[config.mk]
export PLATFORM = sky130hd
export DESIGN_NAME = dmem_arbiter_flat
export DESIGN_NICKNAME = d
export VERILOG_FILES = /design/src/rtl/dmem_arbiter_if.sv /design/src/rtl/dmem_arbiter.sv /design/src/flat_wrapper.sv
export SDC_FILE = /design/constraint.sdc
export NUM_CORES = 1
export LEC_CHECK = 0
export ABC_AREA = 0
export CAP_MARGIN = 20
export CORE_AREA = 2 2 96 98
export DETAILED_ROUTE_END_ITERATION = 6
export DIE_AREA = 0 0 98 100
export GPL_ROUTABILITY_DRIVEN = 0
export PLACE_DENSITY = 0.77
export SLEW_MARGIN = 20
export SYNTH_ARGS = -nofsm -noshare
export SYNTH_HDL_FRONTEND = slang
export SYNTH_SLANG_ARGS = --single-unit
[constraint.sdc]
create_clock -name clk -period 1.55 [get_ports clk]
set_input_delay 0.31 -clock clk [delete_from_list [all_inputs] [get_ports clk]]
set_output_delay 0.31 -clock clk [all_outputs]
set_load 0.1 [all_outputs]
[src/rtl/dmem_arbiter_if.sv]
// Bundle of CPU data port, DMA/loader port and one-port data-memory pins around dmem_arbiter.
// master = requesters plus memory model; slave = the arbiter that owns the mem_* pins.
interface dmem_arbiter_if #(
  parameter int AW = 14
);
  logic          cpu_req;
  logic          cpu_we;
  logic [AW-1:0] cpu_addr;
  logic [31:0]   cpu_wdata;
  logic [31:0]   cpu_rdata;
  logic          cpu_stall;

  logic          dma_req;
  logic          dma_we;
  logic [AW-1:0] dma_addr;
  logic [31:0]   dma_wdata;
  logic          dma_lock;
  logic          dma_gnt;
  logic [31:0]   dma_rdata;
  logic          dma_rvalid;

  logic          mem_we;
  logic [AW-1:0] mem_addr;
  logic [31:0]   mem_wdata;
  logic [31:0]   mem_rdata;

  modport master (
    output cpu_req, cpu_we, cpu_addr, cpu_wdata,
    input  cpu_rdata, cpu_stall,
    output dma_req, dma_we, dma_addr, dma_wdata, dma_lock,
    input  dma_gnt, dma_rdata, dma_rvalid,
    input  mem_we, mem_addr, mem_wdata,
    output mem_rdata
  );

  modport slave (
    input  cpu_req, cpu_we, cpu_addr, cpu_wdata,
    output cpu_rdata, cpu_stall,
    input  dma_req, dma_we, dma_addr, dma_wdata, dma_lock,
    output dma_gnt, dma_rdata, dma_rvalid,
    output mem_we, mem_addr, mem_wdata,
    input  mem_rdata
  );
endinterface

[src/rtl/dmem_arbiter.sv]
// CPU/DMA arbiter for the one-port data memory; CPU has priority, DMA may lock bursts; DMEM_ARB_STARVE_GUARD_EN adds a DMA starvation guard.
// Latency: CPU 0 cycles, DMA grant in-cycle with read data 1 cycle later; losers see cpu_stall / no dma_gnt and hold their request.
module dmem_arbiter #(
  parameter int MAX_WAIT = 8,
  parameter int AW       = 14
) (
  input  logic          clk,
  input  logic          rst_n,
  dmem_arbiter_if.slave bus
);

`ifdef DMEM_ARB_STARVE_GUARD_EN
  localparam bit GUARD_EN = 1'b1;
`else
  localparam bit GUARD_EN = 1'b0;
`endif

  // Clamp keeps out-of-range settings from producing a never-firing or always-firing guard.
  localparam logic [7:0] WAIT_LIMIT = (MAX_WAIT < 1)   ? 8'd1   :
                                      (MAX_WAIT > 255) ? 8'd255 : 8'(MAX_WAIT);

  typedef enum logic {
    ARB_OPEN   = 1'b0,
    ARB_LOCKED = 1'b1
  } arb_state_t;

  arb_state_t    state_q;
  arb_state_t    state_d;
  logic [7:0]    wait_cnt;
  logic [7:0]    wait_d;
  logic          starve;
  logic          cpu_gnt;
  logic          dma_gnt;
  logic          dma_rd;
  logic [31:0]   dma_rdata_q;
  logic          dma_rvalid_q;
  logic          mux_we;
  logic [AW-1:0] mux_addr;
  logic [31:0]   mux_wdata;

  // Constant-folds to 0 in the default build, leaving CPU with strict priority.
  assign starve = GUARD_EN && bus.dma_req && (wait_cnt >= WAIT_LIMIT);

  always_ff @(posedge clk) begin
    if (!rst_n) begin
      state_q <= ARB_OPEN;
    end else begin
      state_q <= state_d;
    end
  end

  always_comb begin
    cpu_gnt = 1'b0;
    dma_gnt = 1'b0;
    state_d = state_q;
    wait_d  = 8'd0;

    if (rst_n) begin
      if ((state_q == ARB_LOCKED) && bus.dma_req) begin
        dma_gnt = 1'b1;
      end else if (starve) begin
        dma_gnt = 1'b1;
      end else if (bus.cpu_req) begin
        cpu_gnt = 1'b1;
      end else if (bus.dma_req) begin
        dma_gnt = 1'b1;
      end
    end

    if (dma_gnt && bus.dma_lock) begin
      state_d = ARB_LOCKED;
    end else if (!bus.dma_lock || !bus.dma_req) begin
      state_d = ARB_OPEN;
    end

    if (bus.dma_req && !dma_gnt) begin
      wait_d = (wait_cnt == 8'hFF) ? wait_cnt : wait_cnt + 8'd1;
    end
  end

  always_comb begin
    mux_we    = 1'b0;
    mux_addr  = '0;
    mux_wdata = 32'd0;
    if (cpu_gnt) begin
      mux_we    = bus.cpu_we;
      mux_addr  = bus.cpu_addr;
      mux_wdata = bus.cpu_wdata;
    end else if (dma_gnt) begin
      mux_we    = bus.dma_we;
      mux_addr  = bus.dma_addr;
      mux_wdata = bus.dma_wdata;
    end
  end

  assign dma_rd = dma_gnt & ~bus.dma_we;

  always_ff @(posedge clk) begin
    if (!rst_n) begin
      wait_cnt     <= 8'd0;
      dma_rdata_q  <= 32'd0;
      dma_rvalid_q <= 1'b0;
    end else begin
      wait_cnt     <= wait_d;
      dma_rvalid_q <= dma_rd;
      if (dma_rd) begin
        dma_rdata_q <= bus.mem_rdata;
      end
    end
  end

  assign bus.mem_we     = mux_we;
  assign bus.mem_addr   = mux_addr;
  assign bus.mem_wdata  = mux_wdata;
  assign bus.cpu_rdata  = bus.mem_rdata;
  assign bus.cpu_stall  = rst_n & bus.cpu_req & ~cpu_gnt;
  assign bus.dma_gnt    = dma_gnt;
  assign bus.dma_rdata  = dma_rdata_q;
  assign bus.dma_rvalid = dma_rvalid_q;

endmodule

[src/flat_wrapper.sv]
// flat-port wrapper written by rule: the top's interface ports become plain ports
module dmem_arbiter_flat 
#(
  parameter int MAX_WAIT = 8,
  parameter int AW       = 14
)
  (clk, rst_n, bus_cpu_req, bus_cpu_we, bus_cpu_addr, bus_cpu_wdata, bus_cpu_rdata, bus_cpu_stall, bus_dma_req, bus_dma_we, bus_dma_addr, bus_dma_wdata, bus_dma_lock, bus_dma_gnt, bus_dma_rdata, bus_dma_rvalid, bus_mem_we, bus_mem_addr, bus_mem_wdata, bus_mem_rdata);
  dmem_arbiter_if #(.AW(AW)) bus_i ();
  input  logic clk;
  input  logic rst_n;
  input wire logic [$bits(bus_i.cpu_req)-1:0] bus_cpu_req;
  input wire logic [$bits(bus_i.cpu_we)-1:0] bus_cpu_we;
  input wire logic [$bits(bus_i.cpu_addr)-1:0] bus_cpu_addr;
  input wire logic [$bits(bus_i.cpu_wdata)-1:0] bus_cpu_wdata;
  output wire logic [$bits(bus_i.cpu_rdata)-1:0] bus_cpu_rdata;
  output wire logic [$bits(bus_i.cpu_stall)-1:0] bus_cpu_stall;
  input wire logic [$bits(bus_i.dma_req)-1:0] bus_dma_req;
  input wire logic [$bits(bus_i.dma_we)-1:0] bus_dma_we;
  input wire logic [$bits(bus_i.dma_addr)-1:0] bus_dma_addr;
  input wire logic [$bits(bus_i.dma_wdata)-1:0] bus_dma_wdata;
  input wire logic [$bits(bus_i.dma_lock)-1:0] bus_dma_lock;
  output wire logic [$bits(bus_i.dma_gnt)-1:0] bus_dma_gnt;
  output wire logic [$bits(bus_i.dma_rdata)-1:0] bus_dma_rdata;
  output wire logic [$bits(bus_i.dma_rvalid)-1:0] bus_dma_rvalid;
  output wire logic [$bits(bus_i.mem_we)-1:0] bus_mem_we;
  output wire logic [$bits(bus_i.mem_addr)-1:0] bus_mem_addr;
  output wire logic [$bits(bus_i.mem_wdata)-1:0] bus_mem_wdata;
  input wire logic [$bits(bus_i.mem_rdata)-1:0] bus_mem_rdata;
  assign bus_i.cpu_req = bus_cpu_req;
  assign bus_i.cpu_we = bus_cpu_we;
  assign bus_i.cpu_addr = bus_cpu_addr;
  assign bus_i.cpu_wdata = bus_cpu_wdata;
  assign bus_cpu_rdata = bus_i.cpu_rdata;
  assign bus_cpu_stall = bus_i.cpu_stall;
  assign bus_i.dma_req = bus_dma_req;
  assign bus_i.dma_we = bus_dma_we;
  assign bus_i.dma_addr = bus_dma_addr;
  assign bus_i.dma_wdata = bus_dma_wdata;
  assign bus_i.dma_lock = bus_dma_lock;
  assign bus_dma_gnt = bus_i.dma_gnt;
  assign bus_dma_rdata = bus_i.dma_rdata;
  assign bus_dma_rvalid = bus_i.dma_rvalid;
  assign bus_mem_we = bus_i.mem_we;
  assign bus_mem_addr = bus_i.mem_addr;
  assign bus_mem_wdata = bus_i.mem_wdata;
  assign bus_i.mem_rdata = bus_mem_rdata;
  dmem_arbiter #(.MAX_WAIT(MAX_WAIT), .AW(AW)) u_core (.clk(clk), .rst_n(rst_n), .bus(bus_i));
endmodule
* Word-level counts from Yosys, hierarchy flattened
Cells that the tools add are included.
Word-level totals: logic and storage cells 29, output and inout bits 114, bits in registers 34, input port bits 131
Cells by class: bitwise logic cells 5, mux-type cells 15, reductions and logical operators 6
Operators with widths (count):
- 32-bit 2-to-1 mux | 2
- 14-bit 2-to-1 mux | 2
- 1-bit 2-to-1 mux | 11
- 1-bit AND | 3
- 1-bit logical AND | 2
- 1-bit logical NOT | 2
- 1-bit inverter | 2
- 2-bit nonzero test | 1
- 1-bit logical OR | 1

* Logic depth before layout (Yosys ltp)
Gate-level depths: netlist of run 1.
depth after elaboration 6, gate-level depth with buffers 6

* Worst setup path before layout of run 1
Ideal clock, no wire load.
path type in2out, from input rst_n, to output bus_mem_wdata[22], data required time 1.240 ns, stages on the path 5, arrival 2.026 ns, setup slack -0.786 ns, cell sequence buf_4 > nand2_2 > nor2_2 > buf_2 > a22o_1
On the way: cells in the longest elaborated chain, start to end 3, elaborated cells on any way between the ends 4
RTL lines:
- start: declaration | RTL line flat_wrapper.sv:10 | input logic rst_n;
- 1-bit 2-to-1 mux | RTL line dmem_arbiter.sv:58 | if (rst_n) begin
- named net bus_dma_gnt | RTL line flat_wrapper.sv:22 | output wire logic [$bits(bus_i.dma_gnt)-1:0] bus_dma_gnt;
- 32-bit 2-to-1 mux | RTL line dmem_arbiter.sv:89 | end else if (dma_gnt) begin
- 32-bit 2-to-1 mux | RTL line dmem_arbiter.sv:85 | if (cpu_gnt) begin
- end: declaration | RTL line flat_wrapper.sv:27 | output wire logic [$bits(bus_i.mem_wdata)-1:0] bus_mem_wdata;
The timed path passes the listed nets, and every way through them passes these cells.

* Worst setup path in the final report of run 1
from input bus_cpu_req, to output bus_mem_addr[9]
On the way: cells in the longest elaborated chain, start to end 5, elaborated cells on any way between the ends 8
RTL lines:
- start: declaration | RTL line flat_wrapper.sv:11 | input wire logic [$bits(bus_i.cpu_req)-1:0] bus_cpu_req;
- 1-bit 2-to-1 mux | RTL line dmem_arbiter.sv:63 | end else if (bus.cpu_req) begin
- 1-bit 2-to-1 mux | RTL line dmem_arbiter.sv:59 | if ((state_q == ARB_LOCKED) && bus.dma_req) begin
- 1-bit 2-to-1 mux | RTL line dmem_arbiter.sv:58
- 14-bit 2-to-1 mux | RTL line dmem_arbiter.sv:89
- 14-bit 2-to-1 mux * | RTL line dmem_arbiter.sv:85
- end: declaration | RTL line flat_wrapper.sv:26 | output wire logic [$bits(bus_i.mem_addr)-1:0] bus_mem_addr;
Mark *: on every way between the ends. The rest lies on a longest branch, timed or not.

==> metrics, run 1 <==
post-synthesis sequential area ratio=33.2%; port bufs=244; TritonCTS Sinks=34; Critical Path RT=between 1000 and 1500 ps; Root Driver=clkbuf_8; initial antenna violation count=0; Fin Setup TNS=-15130 ps; die height=100 um; final setup vio count=49; routed len/inst=about 21 um; max-cap violations=0; synthesized area per cell=~8.3 um2; final hold slack=488 ps; Initial Util=23.1%; R2R cell count=5; Antenna Nets Post-Route=0; Total GRT Usage=23.1%; Final Cycle Share=123%; Peak supply drop=roughly 600 uV; Leak Pwr=2.51 nW; Core ar.=about 8900 um2; Clock Path Buffers=2; pin count of the biggest net entering global routing=34; Final HPWL DP=8940 um; Netlist Area Pre-Place=2050 um2; largest fanout on the critical path=8; Slew Limit Fails=0; DR DRC count=0; Reg clk slew, reported paths=70 ps; Yosys warning total=0; worst hold path class=flip-flop to flip-flop; Worst Tran Pin Value=367 ps; CTS tree=built; first-pass GRT wire length=17400 um; worst setup margin=-351 ps; failing checks=negative setup slack; Vias/cell=4.93; Hold Crit Depth=2; post-synth net total=approximately 380; Worst Hold Path EP=u_core.bus.dma_rdata[17]; CP Class=primary input to output pin; Slew headroom=around 76%; total detailed-routing wirelength=about 12000 um; Cell Rows=35; CTS H-tree depth=2; Fin. Hold Viols=0; status=finished with violations; Ports=245; Placement Setup Slack=-587 ps; Layout Skew=8.19 ps; nets=around 600; Synth cell types=20; diodes inserted=0; post-synthesis register bit count=34; reg2reg start=u_core.state_q; Worst R2R End=u_core.bus.dma_rdata[20]; area grow syn2layout=200%; Fill cells=roughly 600; worst hold start=u_core.bus.dma_rdata[17]; gr ovfl total=0; via count=2847; flop-to-flop setup slack=~300 ps; number of global-route vias before repair=2968; layout cell share with drive strength beyond 1=43.3%; DRT Pass-1 Iters=4; die width=slightly below 100 um; Starting DRT DRC Count=slightly above 80; Setup crit end kind=output pin; critical path data arrival time=1590 ps; CP Launch Type=primary input; Post-Syn Instances=between 200 and 250; Inserted Clock Buffers=5; Finished Layout Cells=slightly below 600; clk_lat worst skew=280 ps; clock period minus worst slack=1900 ps; RSZ-0062 raised after global routing=true; power density cells=687 nW/um2; fmax=526 MHz; die area=9800 um2; placed instance count=approximately 560
==> timing repair <==
action,CTS,global route
resized for setup,15,6
gates cloned,4,1
endpoints found under the setup margin,82,49
hold buffers,0,0
buffers inserted,3,0
hold endpoints to repair,0,0
==> metrics by stage <==
step           area (um2)  utilization, %  power [mW]
2_1_floorplan        2260               -        2.42
6_report             6150            69.1        4.22
3_3_place_gp         5810            65.3        3.52
4_1_cts              6080            68.4        4.22
3_5_place_dp         5810            65.3        3.53
5_1_grt              6150            69.1        4.34
==> worst max-delay path, cell delays in order <==
cell           delay (ps)
dlygate4sd2_1         290
and2b_4               190
nor2_4                200
buf_4                 210
a22o_2                200
buf_12                180
==> placed cells by master, fill, tap and decap left out <==
cell type,count
o21ai_1,12
and3_2,1
dfxtp_2,1
nor2_4,1
clkdlybuf4s50_1,127
and2_1,1
buf_4,12
clkinv_2,2
buf_6,3
nand2_1,33
nor3_4,1
a21oi_4,1
and3_1,1
nand4_1,32
buf_12,121
nand2_2,1
and2b_4,1
inv_1,1
clkbuf_16,1
dfxtp_1,33
a22o_2,18
clkbuf_8,5
a22o_4,29
dlygate4sd2_1,3
nand2b_1,1
o21ai_0,20
bufbuf_16,1
buf_16,3
==> synthesized netlist by cell type <==
cell | n | area [um2]
a22o_1 | 47 | 412
buf_4 | 37 | 278
dfxtp_1 | 34 | 681
nand2_1 | 33 | 124
nand4_1 | 32 | 200
o21ai_0 | 20 | 100
o21ai_1 | 12 | 60.1
buf_2 | 10 | 50.1
clkbuf_1 | 9 | 33.8
buf_6 | 3 | 33.8
and3_1 | 2 | 12.5
a21oi_1 | 1 | 5.00
and2_1 | 1 | 6.26
and2b_4 | 1 | 10.0
clkbuf_2 | 1 | 5.00
inv_1 | 1 | 3.75
nand2_2 | 1 | 6.26
nand2b_1 | 1 | 6.26
nor2_2 | 1 | 6.26
nor3_4 | 1 | 16.3
==> cell families after synthesis <==
logic type / after synthesis / synth area share, %
AO/OA/AOI/OAI: 80 / 28.1
buffers and inverters: 61 / 19.7
flip-flops: 34 / 33.2
AND/OR/NAND/NOR: 73 / 18.9
==> worst max-delay path by stage <==
| stage | from | end | slack, ps | cells after the start |
|---|---|---|---|---|
| final | bus_cpu_req | bus_mem_addr[9] | -350 | 6 |
| after global placement | rst_n | bus_mem_wdata[26] | -540 | 7 |
| after CTS | u_core.state_q | bus_mem_addr[0] | -360 | 5 |
| after detailed placement | bus_cpu_req | bus_mem_wdata[23] | -590 | 7 |
| after floorplan | rst_n | bus_mem_wdata[12] | -160 | 6 |
| after global routing | u_core.state_q | bus_mem_wdata[23] | -410 | 7 |
==> report_power, final <==
group	internal, mW	total [mW]	leakage, nW	switching (mW)
Combinational	1.09	2.66	2.19	1.57
Sequential	0.908	0.942	0.277	0.0342
Clock	0.301	0.614	0.0438	0.312
==> flip-flops by register name, indices dropped and copies added (netlist names) <==
register               flops
u_core.bus.dma_rvalid      1
u_core.state_q             1
u_core.bus.dma_rdata      32
==> cell type report <==
class,count,area (um2),area share (%)
Timing Repair Buffer,271,3980,64.8
Tap cell,111,139,2.26
Clock inverter,2,10.0,0.163
Sequential cell,34,682,11.1
Inverter,1,3.75,0.0611
Clock buffer,5,68.8,1.12
Multi-Input combinational cell,153,1260,20.5
==> per-layer routing <==
| layer | global-route usage [%] | wire length [um] |
|---|---|---|
| met5 | 0 | 0 |
| met4 | 7.05 | 295 |
| met3 | 6.55 | 908 |
| met2 | 41.6 | 6330 |
| met1 | 26.7 | 4540 |
No activity file was read; power rests on OpenSTA's default activity.
==> inputs of run 2 (changes only) <==
--- a/config.mk
+++ b/config.mk
@@ -16,3 +16,4 @@
 export SYNTH_ARGS = -nofsm -noshare
 export SYNTH_HDL_FRONTEND = slang
 export SYNTH_SLANG_ARGS = --single-unit
+export TNS_END_PERCENT = 50
==> metrics, run 2 (synthesized netlist as in run 1, its figures left out) <==
routed len/inst=approximately 21 um; Root Driver=clkbuf_8; pin count of the biggest net entering global routing=40; max reg flops=32; area grow syn2layout=210%; Placement Setup Slack=-555 ps; DRT Pass-1 Iters=4; Starting DRT DRC Count=between 100 and 150; TritonCTS Sinks=34; Cell Rows=35; Inserted Clock Buffers=5; Fill cells=590; Sequential Power Share=21.7%; Peak supply drop=599 uV; CTS tree=built; power share of the combinational group=62.5%; Initial Util=23.1%; CTS H-tree depth=2; clk_lat worst skew=between 200 and 300 ps; gr ovfl total=0; die area=9800 um2; CP Class=flip-flop to output pin; fmax=about 520 MHz; P_int=between 2 and 2.5 mW; DR DRC count=0; worst hold path class=primary input to flip-flop; largest fanout on the critical path=6; power density cells=682 nW/um2; number of global-route vias before repair=3021; Clock Path Buffers=2; RSZ-0062 raised after global routing=true; port bufs=244; Switching Share=45.0%; clock share of power=15.8%; via count=around 2900; final setup vio count=48; total detailed-routing wirelength=between 10000 and 15000 um; Total GRT Usage=22.7%; Final HPWL DP=~8900 um; Fin Setup TNS=-17110 ps; Layout Skew=5.48 ps; Critical Path RT=approximately 1200 ps; clock period minus worst slack=between 1500 and 2000 ps; Ports=245; placed cell area=roughly 5700 um2; Worst Tran Pin Value=354 ps; switching power total=1.95 mW; first-pass GRT wire length=17300 um; Vias/cell=4.97; die height=100 um; most common cell after layout, fill and taps aside=clkdlybuf4s50_1; worst setup margin=-383 ps; Setup crit end kind=output pin; Fin. Hold Viols=0; max-cap violations=0; commonest cells after routing, fill and taps aside=127 x clkdlybuf4s50_1, 120 x buf_12, 47 x a22o_4; diodes inserted=0; CP Launch Type=flip-flop; die width=around 98 um; Slew Limit Fails=0; status=finished with violations; Leak Pwr=2.63 nW; nets=602; failing checks=negative setup slack; Core ar.=8890 um2; layout cell share with drive strength beyond 1=44.3%; Reg clk slew, reported paths=70 ps; Design Area, Final=6350 um2; critical path data arrival time=approximately 1600 ps; Final Cycle Share=125%; Antenna Nets Post-Route=0; Slew headroom=76.4%; initial antenna violation count=0; Final Util=71.5%
## run 2: worst paths after layout
kind	startpoint	end	slack (ps)	cells past startpoint
setup / recovery	u_core.state_q	bus_mem_wdata[19]	-380	6
hold / removal	rst_n	u_core.bus.dma_rdata[29]	450	4
hold reg to reg	u_core.bus.dma_rdata[2]	u_core.bus.dma_rdata[2]	490	2
setup reg to reg	u_core.state_q	u_core.bus.dma_rdata[18]	240	5
## run 2: through the flow
step                      instances  power (mW)  hold WS (ps)
final                           583        4.34           451
after CTS                       573        4.26           492
after floorplan                 248        2.41           453
after global placement          559        3.48           472
after detailed placement        559        3.50           483
after global routing            583        4.47           487
## run 2: per-layer routing
| metal | GRT usage (%) | wire length, um |
|---|---|---|
| met3 | 7.66 | 1110 |
| met1 | 23.5 | 4240 |
| met2 | 43.8 | 6770 |
| met5 | 0 | 0 |
| met4 | 5.88 | 312 |
## run 2: layout make-up
| cell class | instances | area [um2] | area share (%) |
|---|---|---|---|
| Clock buffer | 6 | 82.6 | 1.30 |
| Sequential cell | 34 | 682 | 10.7 |
| Timing Repair Buffer | 276 | 4040 | 63.6 |
| Tap cell | 111 | 139 | 2.19 |
| Clock inverter | 2 | 12.5 | 0.197 |
| Multi-Input combinational cell | 153 | 1390 | 21.9 |
| Inverter | 1 | 3.75 | 0.0591 |
## run 2: repair_timing
| item | in CTS | in global routing |
|---|---|---|
| resized for setup | 23 | 29 |
| pin swaps | 4 | 34 |
| cloned | 3 | 7 |
| endpoints found under the hold margin | 0 | 0 |
| buffers inserted | 3 | 4 |
| hold buffers | 0 | 0 |
| endpoints found under the setup margin | 50 | 49 |
## run 2: worst max-delay path: stages (launching register included)
cell and delay (ps):
dfxtp_2 320, and2b_4 250, nor2_4 40, buf_12 140
clkbuf_16 160, a22o_4 260, buf_12 160
## run 2: power by group through the flow
stage	clock (mW)	combinational (mW)	sequential [mW]
after floorplan	0	1.23	1.18
after global placement	0	2.52	0.960
after detailed placement	0	2.54	0.962
after CTS	0.709	2.61	0.942
after global routing	0.755	2.77	0.946
final	0.683	2.71	0.941
